### config.mk
export PLATFORM = sky130hd
export DESIGN_NAME = hamming_secded_decoder
export DESIGN_NICKNAME = d
export VERILOG_FILES = /design/src/rtl/hamming_pkg.sv /design/src/rtl/hamming_syndrome.sv /design/src/rtl/hamming_secded_decoder.sv
export SDC_FILE = /design/constraint.sdc
export NUM_CORES = 1
export LEC_CHECK = 0
export ABC_AREA = 1
export BUFFER_PORTS_ARGS = -buffer_cell sky130_fd_sc_hd__buf_2
export CORE_AREA = 8 8 147 149
export CTS_CLUSTER_SIZE = 20
export DETAILED_ROUTE_END_ITERATION = 10
export DIE_AREA = 0 0 155 157
export SLEW_MARGIN = 20
export SYNTH_ARGS = -nofsm -noshare
export SYNTH_HDL_FRONTEND = slang
export SYNTH_HIERARCHICAL = 1
export SYNTH_SLANG_ARGS = --single-unit
### constraint.sdc
create_clock -name clk -period 1.8 [get_ports clk]
set_input_delay 0.18 -clock clk [delete_from_list [all_inputs] [get_ports clk]]
set_output_delay 0.18 -clock clk [all_outputs]
set_load 0.02 [all_outputs]
### src/rtl/hamming_pkg.sv
// Shared constants and elaboration-time helpers for the SECDED Hamming codec family.
package hamming_pkg;

    localparam logic [1:0] ST_CLEAN   = 2'b00;
    localparam logic [1:0] ST_CORR    = 2'b01;
    localparam logic [1:0] ST_DED     = 2'b10;
    localparam logic [1:0] ST_INVALID = 2'b11;

    // Smallest r with 2^r >= data_w + r + 1.
    function automatic int calc_par_w(input int data_w);
        for (int r = 1; r < 16; r++) begin
            if ((1 << r) >= data_w + r + 1) return r;
        end
        return 16;
    endfunction

    function automatic bit is_pow2(input int p);
        return (p != 0) && ((p & (p - 1)) == 0);
    endfunction

    // Hamming position holding data bit idx; data fills non-power-of-2 slots from position 3 up.
    function automatic int data_pos(input int idx);
        int n;
        n = 0;
        for (int p = 3; p < 512; p++) begin
            if (!is_pow2(p)) begin
                if (n == idx) return p;
                n++;
            end
        end
        return 0;
    endfunction

endpackage

### src/rtl/hamming_syndrome.sv
// Combinational syndrome and overall-parity generator, shared with the encoder.
module hamming_syndrome
    import hamming_pkg::*;
#(
    parameter  int DATA_W = 16,
    localparam int PAR_W  = calc_par_w(DATA_W),
    localparam int CODE_W = DATA_W + PAR_W + 1
) (
    input  logic [CODE_W-1:0] code_i,
    output logic [PAR_W-1:0]  syn_o,
    output logic              par_o
);

    // Syndrome bit k covers every position whose index has bit k set; position 0 never participates.
    for (genvar k = 0; k < PAR_W; k++) begin : g_syn
        logic [CODE_W-1:0] sel;
        for (genvar p = 0; p < CODE_W; p++) begin : g_pos
            if ((p != 0) && (((p >> k) & 1) == 1)) begin : g_on
                assign sel[p] = code_i[p];
            end else begin : g_off
                assign sel[p] = 1'b0;
            end
        end
        assign syn_o[k] = ^sel;
    end

    assign par_o = ^code_i;

endmodule

### src/rtl/hamming_secded_decoder.sv
// Two-stage pipelined SECDED decoder with valid/ready flow control and saturating error counters.
module hamming_secded_decoder
    import hamming_pkg::*;
#(
    parameter  int DATA_W = 16,
    parameter  int CNT_W  = 16,
    localparam int PAR_W  = calc_par_w(DATA_W),
    localparam int CODE_W = DATA_W + PAR_W + 1
) (
    input  logic              clk,
    input  logic              rst_n,
    input  logic              in_valid,
    output logic              in_ready,
    input  logic [CODE_W-1:0] in_code,
    input  logic              cfg_correct_en,
    output logic              out_valid,
    input  logic              out_ready,
    output logic [DATA_W-1:0] out_data,
    output logic [1:0]        out_status,
    input  logic              cnt_clr,
    output logic [CNT_W-1:0]  corr_cnt,
    output logic [CNT_W-1:0]  uncorr_cnt
);

    localparam int               N     = DATA_W + PAR_W;
    localparam logic [PAR_W-1:0] N_SYN = PAR_W'(N);

    logic [PAR_W-1:0] syn;
    logic             par;

    hamming_syndrome #(.DATA_W(DATA_W)) u_syn (
        .code_i (in_code),
        .syn_o  (syn),
        .par_o  (par)
    );

    logic              s1_vld_q, s1_vld_d;
    logic [CODE_W-1:0] s1_code_q, s1_code_d;
    logic [PAR_W-1:0]  s1_syn_q, s1_syn_d;
    logic              s1_par_q, s1_par_d;
    logic              s1_cen_q, s1_cen_d;
    logic              s2_vld_q, s2_vld_d;
    logic [DATA_W-1:0] s2_data_q, s2_data_d;
    logic [1:0]        s2_status_q, s2_status_d;
    logic [CNT_W-1:0]  corr_q, corr_d;
    logic [CNT_W-1:0]  uncorr_q, uncorr_d;

    logic              s2_adv;
    logic              out_hs;
    logic [1:0]        status;
    logic              flip;
    logic [CODE_W-1:0] fix_code;
    logic [DATA_W-1:0] ext_data;

    assign s2_adv   = !s2_vld_q || out_ready;
    assign in_ready = !s1_vld_q || s2_adv;
    assign out_hs   = s2_vld_q && out_ready;

    always_comb begin
        status = ST_CLEAN;
        flip   = 1'b0;
        if (s1_syn_q == '0) begin
            status = s1_par_q ? ST_CORR : ST_CLEAN;
        end else if (!s1_par_q) begin
            status = ST_DED;
        end else if (s1_syn_q <= N_SYN) begin
            status = ST_CORR;
            flip   = s1_cen_q;
        end else begin
            status = ST_INVALID;
        end
    end

    // A flip at a check position is harmless: extraction never reads those bits.
    assign fix_code = flip ? (s1_code_q ^ (CODE_W'(1) << s1_syn_q)) : s1_code_q;

    for (genvar i = 0; i < DATA_W; i++) begin : g_ext
        assign ext_data[i] = fix_code[data_pos(i)];
    end

    always_comb begin
        s1_vld_d    = s1_vld_q;
        s1_code_d   = s1_code_q;
        s1_syn_d    = s1_syn_q;
        s1_par_d    = s1_par_q;
        s1_cen_d    = s1_cen_q;
        s2_vld_d    = s2_vld_q;
        s2_data_d   = s2_data_q;
        s2_status_d = s2_status_q;
        corr_d      = corr_q;
        uncorr_d    = uncorr_q;

        if (in_ready) begin
            s1_vld_d = in_valid;
            if (in_valid) begin
                s1_code_d = in_code;
                s1_syn_d  = syn;
                s1_par_d  = par;
                s1_cen_d  = cfg_correct_en;
            end
        end

        if (s2_adv) begin
            s2_vld_d = s1_vld_q;
            if (s1_vld_q) begin
                s2_data_d   = ext_data;
                s2_status_d = status;
            end
        end

        // Clear takes priority; an increment in the same cycle is dropped.
        if (cnt_clr) begin
            corr_d   = '0;
            uncorr_d = '0;
        end else if (out_hs) begin
            if (s2_status_q == ST_CORR && corr_q != '1)
                corr_d = corr_q + CNT_W'(1);
            if (s2_status_q[1] && uncorr_q != '1)
                uncorr_d = uncorr_q + CNT_W'(1);
        end
    end

    always_ff @(posedge clk or negedge rst_n) begin
        if (!rst_n) begin
            s1_vld_q    <= 1'b0;
            s1_code_q   <= '0;
            s1_syn_q    <= '0;
            s1_par_q    <= 1'b0;
            s1_cen_q    <= 1'b0;
            s2_vld_q    <= 1'b0;
            s2_data_q   <= '0;
            s2_status_q <= ST_CLEAN;
            corr_q      <= '0;
            uncorr_q    <= '0;
        end else begin
            s1_vld_q    <= s1_vld_d;
            s1_code_q   <= s1_code_d;
            s1_syn_q    <= s1_syn_d;
            s1_par_q    <= s1_par_d;
            s1_cen_q    <= s1_cen_d;
            s2_vld_q    <= s2_vld_d;
            s2_data_q   <= s2_data_d;
            s2_status_q <= s2_status_d;
            corr_q      <= corr_d;
            uncorr_q    <= uncorr_d;
        end
    end

    assign out_valid  = s2_vld_q;
    assign out_data   = s2_data_q;
    assign out_status = s2_status_q;
    assign corr_cnt   = corr_q;
    assign uncorr_cnt = uncorr_q;

endmodule

==> Word level (Yosys, flattened, before mapping) <==
Index checks and enable logic that the tools add are counted.
{ "op_classes": {"bitwise": 1, "addsub": 2, "order_cmp": 1, "n_shift": 1, "eq_ne": 3, "n_reduce_logical": 21, "n_mux": 14} }
{ "op_table": {"columns": ["operator", "count"], "rows": [
  ["XOR reduction 22 bit", 6],
  ["two-way mux 16 bit", 6],
  ["adder 16 x 1 -> 16 bit (second input constant)", 2],
  ["inequality test 16 bit (second input constant)", 2],
  ["two-way mux 22 bit", 1],
  ["<< shifter 1 x 5 -> 22 bit (first input constant)", 1],
  ["XOR 22 bit", 1],
  ["AND reduction 2 bit", 4],
  ["two-way mux 2 bit", 3],
  ["nonzero test 2 bit", 3],
  ["less-or-equal comparator 5 bit (second input constant)", 1],
  ["logical NOT 5 bit", 1],
  ["two-way mux 1 bit", 4],
  ["logical AND 1 bit", 3],
  ["== test 2 x 1 -> 1 bit (second input constant)", 1],
  ["logical NOT 1 bit", 2],
  ["logical OR 1 bit", 2]
]} }
{ "word_totals": {"in_bits": 28, "regBits": 81, "wordCells": 53} }

==> Depth between registers and ports, before layout <==
Gate-level depths: netlist (run 1).
{ "depth": {"depth_word": 5, "ltp_mapped": 12, "mapped_depth_nobuf": 12} }

==> Cells and area by module <==
The synthesis (run 1) kept the hierarchy.
{ "modules_own_cells": {"columns": ["mod", "area_per_inst_um2", "n_inst", "cells_per_inst"], "rows": [
  ["hamming_secded_decoder", 4080.2, 1, 562],
  ["hamming_syndrome", 653.1, 1, 147]
]} }

==> Least setup slack after synthesis (run 1) <==
Ideal clock, no wire load.
{ "synth_path": {"kind": "register to register", "from": "register corr_q[0] (netlist: corr_cnt[0])", "to": "register corr_q[12] (netlist: corr_cnt[12])", "arrival_time_ns": 1.627, "synth_period_minus_slack_ns": 1.692, "required_ns": 1.735, "path_slack_ns": 0.108, "path_stages_with_launch": 11, "setup_time_ns": 0.065, "cell_sequence": "dfrtp_1 -> ha_1 -> inv_1 -> nor2_2 -> nand2_2 -> nor2_4 -> nor2_4 -> nor2_8 -> buf_6 -> nand2_1 -> nand2_1"} }
{ "synth_between": {"elab_chain_cells": 4, "word_cells_on_any_way": 8} }
{ "synth_rtl": {"columns": ["item", "line_no", "source"], "rows": [
  ["start, declared", "hamming_secded_decoder.sv:45", "logic [CNT_W-1:0] corr_q, corr_d;"],
  ["start signal, assigned", "hamming_secded_decoder.sv:144", "corr_q <= corr_d;"],
  ["adder 16 x 1 -> 16 bit / inequality test 16 bit (equally long branches)", "hamming_secded_decoder.sv:117, hamming_secded_decoder.sv:116", null],
  ["two-way mux 16 bit / logical AND 1 bit (equally long branches)", "hamming_secded_decoder.sv:116", "if (s2_status_q == ST_CORR && corr_q != '1)"],
  ["two-way mux 16 bit / nonzero test 2 bit (equally long branches)", null, null],
  ["two-way mux 16 bit / AND reduction 2 bit (equally long branches)", null, null]
]} }
Several ways; a longest one is shown, not always the timed one. The select of a mux whose other input is x is not followed.
A chain may end at the register's enable or synchronous reset.

==> Worst setup path in the final report (run 1) <==
{ "layout_path": {"from": "register corr_q[7] (netlist: corr_cnt[7])", "to": "register corr_q[1] (netlist: corr_cnt[1])"} }
{ "layout_between": {"elab_chain_cells": 4} }
{ "layout_rtl": {"columns": ["item", "line_no"], "rows": [
  ["inequality test 16 bit", "hamming_secded_decoder.sv:116"],
  ["logical AND 1 bit", "hamming_secded_decoder.sv:116"],
  ["nonzero test 2 bit (no source line)", null],
  ["AND reduction 2 bit (no source line)", null]
]} }
Every way passes these cells.

==> flow_metrics.py, run 1 <==
metrics = {
    "run_status": {
        "status": "complete, no violations",
    },
    "worst_setup_path": {
        "path_max_fanout": 15,
        "critPathLaunchType": "register",
        "crit_required_ns": 2.07,
        "critPathMaxStageDelay_ns": 0.45,
        "critPathArrivalTime_ns": 1.95,
        "path_class": "reg2reg",
        "slowest_stage": "dfrtp_1",
        "worstSetupEndpointType": "register",
        "path_cells": "nand2_1 > nor2_1 > nand2_2 > nor2_4 > nor2_4 > buf_12 > nor2_4 > nand2_1 > nand2_1",
    },
    "pwr": {
        "power_density_nw_per_um2": 926.4,
        "ir_drop_v": 0.0003634,
        "leakage_nw": 3.097,
    },
    "synthesis": {
        "syn_nets": 739,
        "synth_cell_types": 28,
        "synthArstFlopShare_pct": 100.0,
        "ys_ff_latch": 75,
        "synth_edf_count": 0,
        "synth_top_flop_cell": "dfrtp_1",
        "synth_area_leaders": "dfrtp_1 40%, nand2_1 23%, nor2_1 6.7%, inv_1 5.8%, nand3_1 4.7%",
        "syn_inst": 709,
        "synth.avg_cell_area_um2": 6.676,
        "synth_top_cell_area_share_pct": 39.65,
        "synthesis.area_um2": 4733,
        "ys_seq_area_share_pct": 39.65,
        "ys_warn_count": 6,
        "synth_top_area_cell": "dfrtp_1",
        "synth_commonest_cells": "288 x nand2_1, 84 x nor2_1, 75 x dfrtp_1",
        "synth_most_common_cell": "nand2_1",
    },
    "routing": {
        "vias": 4607,
        "drt_iter0_markers": 200,
        "final_antenna_net_count": 0,
        "wl_um": 13510,
        "dr.pass1.iters": 6,
        "wire_per_inst_um": 12.53,
        "routed_via_density": 4.274,
        "drc": 0,
    },
    "clock_network": {
        "cts_tree": "yes",
        "root_buffer": "clkbuf_16",
        "htree_levels": 3,
        "clock_latency_ns": 0.34,
        "clock-sinks": 75,
        "cts_made_buffers": 9,
        "cts.clk_slew.worst_paths_ns": 0.06,
        "clockBufferDepth": 2,
    },
    "floorplan": {
        "initial_core_util_pct": 24.64,
        "dieArea_um2": 24340,
        "fp.coreArea_um2": 19210,
        "die_h_um": 157,
        "die_x_um": 155,
        "num_rows": 51,
        "num_io_pins": 80,
    },
    "placed_design": {
        "place_congestion": 0.8353,
        "io_buffers": 79,
        "pre_cts_slack_ns": -0.06886,
        "hpwl_um": 10250,
    },
    "sta": {
        "finalSetupViolCount": 0,
        "fmax_ghz": 0.5969,
        "finalHoldViolations": 0,
        "setup_tns_ns": 0,
        "fin_ws_ns": 0.1246,
        "final_period_minus_worst_setup_slack_ns": 1.675,
        "tightest_slew_ns": 0.5050,
        "skew_ns": 0.005777,
        "report.final.slew_viol_count": 0,
        "period_share_pct": 93.08,
        "slew_headroom_pct": 66.33,
    },
    "run": {
        "max_cap_viol_count": 0,
    },
    "global_route": {
        "grt_overflow": 0,
        "grt_pass1_vias": 4355,
        "grt_pass1_wl_um": 21760,
        "track_usage_pct": 11.23,
        "grt_max_degree": 44,
        "antenna_found_initial": 0,
    },
    "final_layout": {
        "nets": 838,
        "area_growth_pct": 26.35,
        "drive_gt1_share_pct": 17.22,
        "n_antenna_cell": 0,
    },
    "worst_hold_path": {
        "hp-class": "in2reg",
    },
}
[cells in the final DEF (no fill, tap or decap), drive strengths merged]
master,n
bufinv,2
dfrtp,75
a21oi,21
xnor2,10
buf,102
nand2,291
clkinv,2
or2,2
nand4,28
o21bai,6
nand3b,3
clkbuf,10
o21ai,22
ha,2
clkinvlp,2
inv,77
nand3,44
a21o,1
nor3,2
dlygate4sd3,1
xor2,19
nor2,89
mux2,2
[routing by layer]
metal,wire [um],vias up,global-route usage [%]
li1,-,2418,-
met1,6404,2087,14.41
met2,6312,89,18.24
met3,606,13,2.413
met4,186,0,4.060
met5,0,-,0
[worst paths after layout]
kind	startpoint	endpoint	slack [ns]	depth (start not counted)
setup / recovery	corr_cnt[7]	corr_cnt[1]	0.12	9
hold / removal	cfg_correct_en	s1_cen_q	0.09	2
setup reg to reg	corr_cnt[7]	corr_cnt[1]	0.12	9
hold reg to reg	out_data[5]	out_data[5]	0.48	2
max in group asynchronous	rst_n	corr_cnt[1]	0.86	3
min in group asynchronous	rst_n	uncorr_cnt[9]	0.34	2
[where the power goes]
part / internal (mW) / total [mW] / switching [mW]
clock network: 1.25 / 1.99 / 0.738
logic: 0.466 / 1.45 / 0.983
registers: 1.93 / 2.10 / 0.170
[stage by stage]
step           instances  cell area (um2)  total power [mW]  utilization [%]  hold slack [ns]
2_1_floorplan        709             4733             3.042                -          -0.1156
3_3_place_gp        1058             5563             3.564            28.96           0.1843
3_5_place_dp        1058             5563             3.582            28.96           0.1884
4_1_cts             1075             5903             5.611            30.73          0.09272
5_1_grt             1078             5981             5.880            31.14          0.09291
6_report            1078             5981             5.540            31.14          0.08965
[state kept, by name (all words and copies together) (netlist names)]
| name | count |
|---|---|
| out_data | 16 |
| uncorr_cnt | 16 |
| out_status | 2 |
| s1_cen_q | 1 |
| s1_code_q | 16 |
| s1_syn_q | 5 |
| out_valid | 1 |
| s1_par_q | 1 |
| s1_vld_q | 1 |
| corr_cnt | 16 |
[kinds of logic after synthesis]
family                   synth area share [%]
AO/OA/AOI/OAI                           5.736
XOR/XNOR                                5.525
adder cells (fa/ha/maj)                0.5286
buffers and inverters                   7.851
flip-flops                              39.65
multiplexers                           0.4758
AND/OR/NAND/NOR                         40.23
[worst max-delay path, delay by kind of cell (launching register included)]
kind / cells / cell delay [ns]
buffers and inverters: 1 / 0.15
flip-flops: 1 / 0.45
AND/OR/NAND/NOR: 8 / 1.01
[cell type report]
class	instances	area, um2
repair buffers	103	618.1
multi-input cells	542	2536
fillers	2110	13230
clock inverters	6	88.84
clock buffers	10	239.0
well taps	265	331.6
inverters	77	289.0
flip-flops and latches	75	1878
[repair_timing]
action / in CTS / in global routing
gates cloned: 0 / 1
resized for setup: 1 / 8
hold endpoints to repair: 37 / 0
pin swaps: 0 / 4
endpoints found under the setup margin: 11 / 28
hold buffers: 1 / 0
buffers inserted: 0 / 2
Note: power is estimated with default switching activity, not from simulation.
==> run 2: changes to the inputs <==
--- a/config.mk
+++ b/config.mk
@@ -6,11 +6,12 @@
 export NUM_CORES = 1
 export LEC_CHECK = 0
 export ABC_AREA = 1
-export BUFFER_PORTS_ARGS = -buffer_cell sky130_fd_sc_hd__buf_2
 export CORE_AREA = 8 8 147 149
 export CTS_CLUSTER_SIZE = 20
 export DETAILED_ROUTE_END_ITERATION = 10
 export DIE_AREA = 0 0 155 157
+export DONT_BUFFER_PORTS = 1
+export SETUP_SLACK_MARGIN = 0.15
 export SLEW_MARGIN = 20
 export SYNTH_ARGS = -nofsm -noshare
 export SYNTH_HDL_FRONTEND = slang
==> flow_metrics.py, run 2 (synthesized netlist as in run 1, its figures left out) <==
metrics = {
    "floorplan": {
        "die_x_um": 155,
        "dieArea_um2": 24340,
        "initial_core_util_pct": 24.64,
        "fp.coreArea_um2": 19210,
        "die_h_um": 157,
        "num_io_pins": 80,
        "num_rows": 51,
    },
    "pwr": {
        "power_density_nw_per_um2": 907.1,
        "leakage_nw": 2.930,
        "ir_drop_v": 0.0003411,
        "p_total_mw": 5.364,
    },
    "final_layout": {
        "n_antenna_cell": 0,
        "final_common_cell": "nand2_1",
        "multi_input_area_um2": 2569,
        "post-route-util_pct": 30.79,
        "seq_area_um2": 1881,
        "nFillCells": 2068,
        "area_growth_pct": 24.93,
        "drive_gt1_share_pct": 13.97,
        "final_cell_mix": "279 x nand2_1, 77 x nor2_1, 72 x dfrtp_1",
        "nets": 800,
    },
    "worst_setup_path": {
        "worstSetupEndpointType": "register",
        "path_class": "reg2reg",
        "path_max_fanout": 6,
        "critPathArrivalTime_ns": 1.86,
        "critPathLaunchType": "register",
        "crit_required_ns": 2.03,
    },
    "routing": {
        "vias": 4587,
        "dr.pass1.iters": 5,
        "wl_um": 13700,
        "wire_per_inst_um": 13.19,
        "routed_via_density": 4.419,
        "drt_iter0_markers": 230,
        "final_antenna_net_count": 0,
        "drc": 0,
    },
    "global_route": {
        "grt_overflow": 0,
        "grt_max_degree": 76,
        "track_usage_pct": 11.36,
        "grt_pass1_vias": 4236,
        "antenna_found_initial": 0,
        "grt_pass1_wl_um": 22140,
    },
    "sta": {
        "period_share_pct": 90.83,
        "fin_ws_ns": 0.1651,
        "skew_ns": 0.008025,
        "finalHoldViolations": 75,
        "setup_tns_ns": 0,
        "fmax_ghz": 0.6117,
        "tightest_slew_ns": 0.4969,
        "final_period_minus_worst_setup_slack_ns": 1.635,
        "finalSetupViolCount": 0,
        "report.final.slew_viol_count": 0,
        "slew_headroom_pct": 66.84,
        "grt_setup_unrepaired": "true",
        "hold_slack_ns": -0.4678,
    },
    "run": {
        "max_cap_viol_count": 0,
    },
    "worst_hold_path": {
        "hp-class": "in2async",
    },
    "clock_network": {
        "cts_hold_buf": 11,
        "root_buffer": "clkbuf_16",
        "cts_tree": "yes",
        "cts_made_buffers": 9,
        "clockBufferDepth": 2,
        "htree_levels": 3,
        "cts.clk_slew.worst_paths_ns": 0.06,
        "clock_latency_ns": 0.34,
        "clock-sinks": 75,
    },
    "placed_design": {
        "hpwl_um": 10110,
        "pre_cts_slack_ns": -0.02865,
        "io_buffers": 0,
        "place_congestion": 0.8397,
    },
    "run_status": {
        "violations": "hold timing",
        "status": "finished with violations",
    },
}
## run 2: area by class of cell
class	count	area share [%]
inverters	77	4.951
multi-input cells	542	43.44
repair inverters	1	0.1270
well taps	265	5.607
flip-flops and latches	75	31.80
clock buffers	12	4.338
repair buffers	64	8.718
clock inverters	2	1.016
## run 2: timing repair
action / in CTS / in global routing
gates resized for setup: 2 / 27
pin swaps: 1 / 12
setup buffers: 3 / 3
hold endpoints to repair: 87 / 75
gates cloned: 1 / 1
setup endpoints to repair: 27 / 36
## run 2: critical path, stage by stage (launching register included)
cell        delay [ns]
dfrtp_1           0.38
ha_2              0.20
nand2_2           0.07
nor2_2            0.05
nand2_2           0.09
nor2_4            0.05
o21ai_4           0.25
clkinvlp_4        0.26
nand2_1           0.12
nand2_1           0.05
## run 2: final timing paths
path,depth (start not counted),from,slack [ns],endpoint
max reg2reg,9,uncorr_cnt[1],0.17,uncorr_cnt[10]
min reg2reg,2,s1_code_q[15],0.52,s1_code_q[15]
min in group clk,2,in_code[9],0.01,s1_code_q[9]
min,0,rst_n,-0.47,uncorr_cnt[11]
max,9,uncorr_cnt[1],0.17,uncorr_cnt[10]
max in group asynchronous,0,rst_n,2.13,s1_code_q[6]
## run 2: through the flow
step | instance area (um2) | cells | hold slack [ns]
global placement | 5338 | 1005 | -0.1133
finish | 5913 | 1038 | -0.4678
CTS | 5804 | 1034 | -0.4774
detailed placement | 5338 | 1005 | -0.1132
floorplan | 4736 | 709 | -0.1156
global route | 5913 | 1038 | -0.4865
## run 2: layer usage
layer	vias up	part of all wire, %	global-route usage [%]
met3	14	8.7	4.305
li1	2344	-	-
met2	123	47	18.73
met4	0	0.94	2.193
met5	-	0	0
met1	2106	44	13.92
## run 2: power by group
part	total, mW	switching, mW	internal [mW]
logic	1.10	0.700	0.396
registers	2.31	0.375	1.93
clock network	1.96	0.685	1.27
total	5.36	1.76	3.60
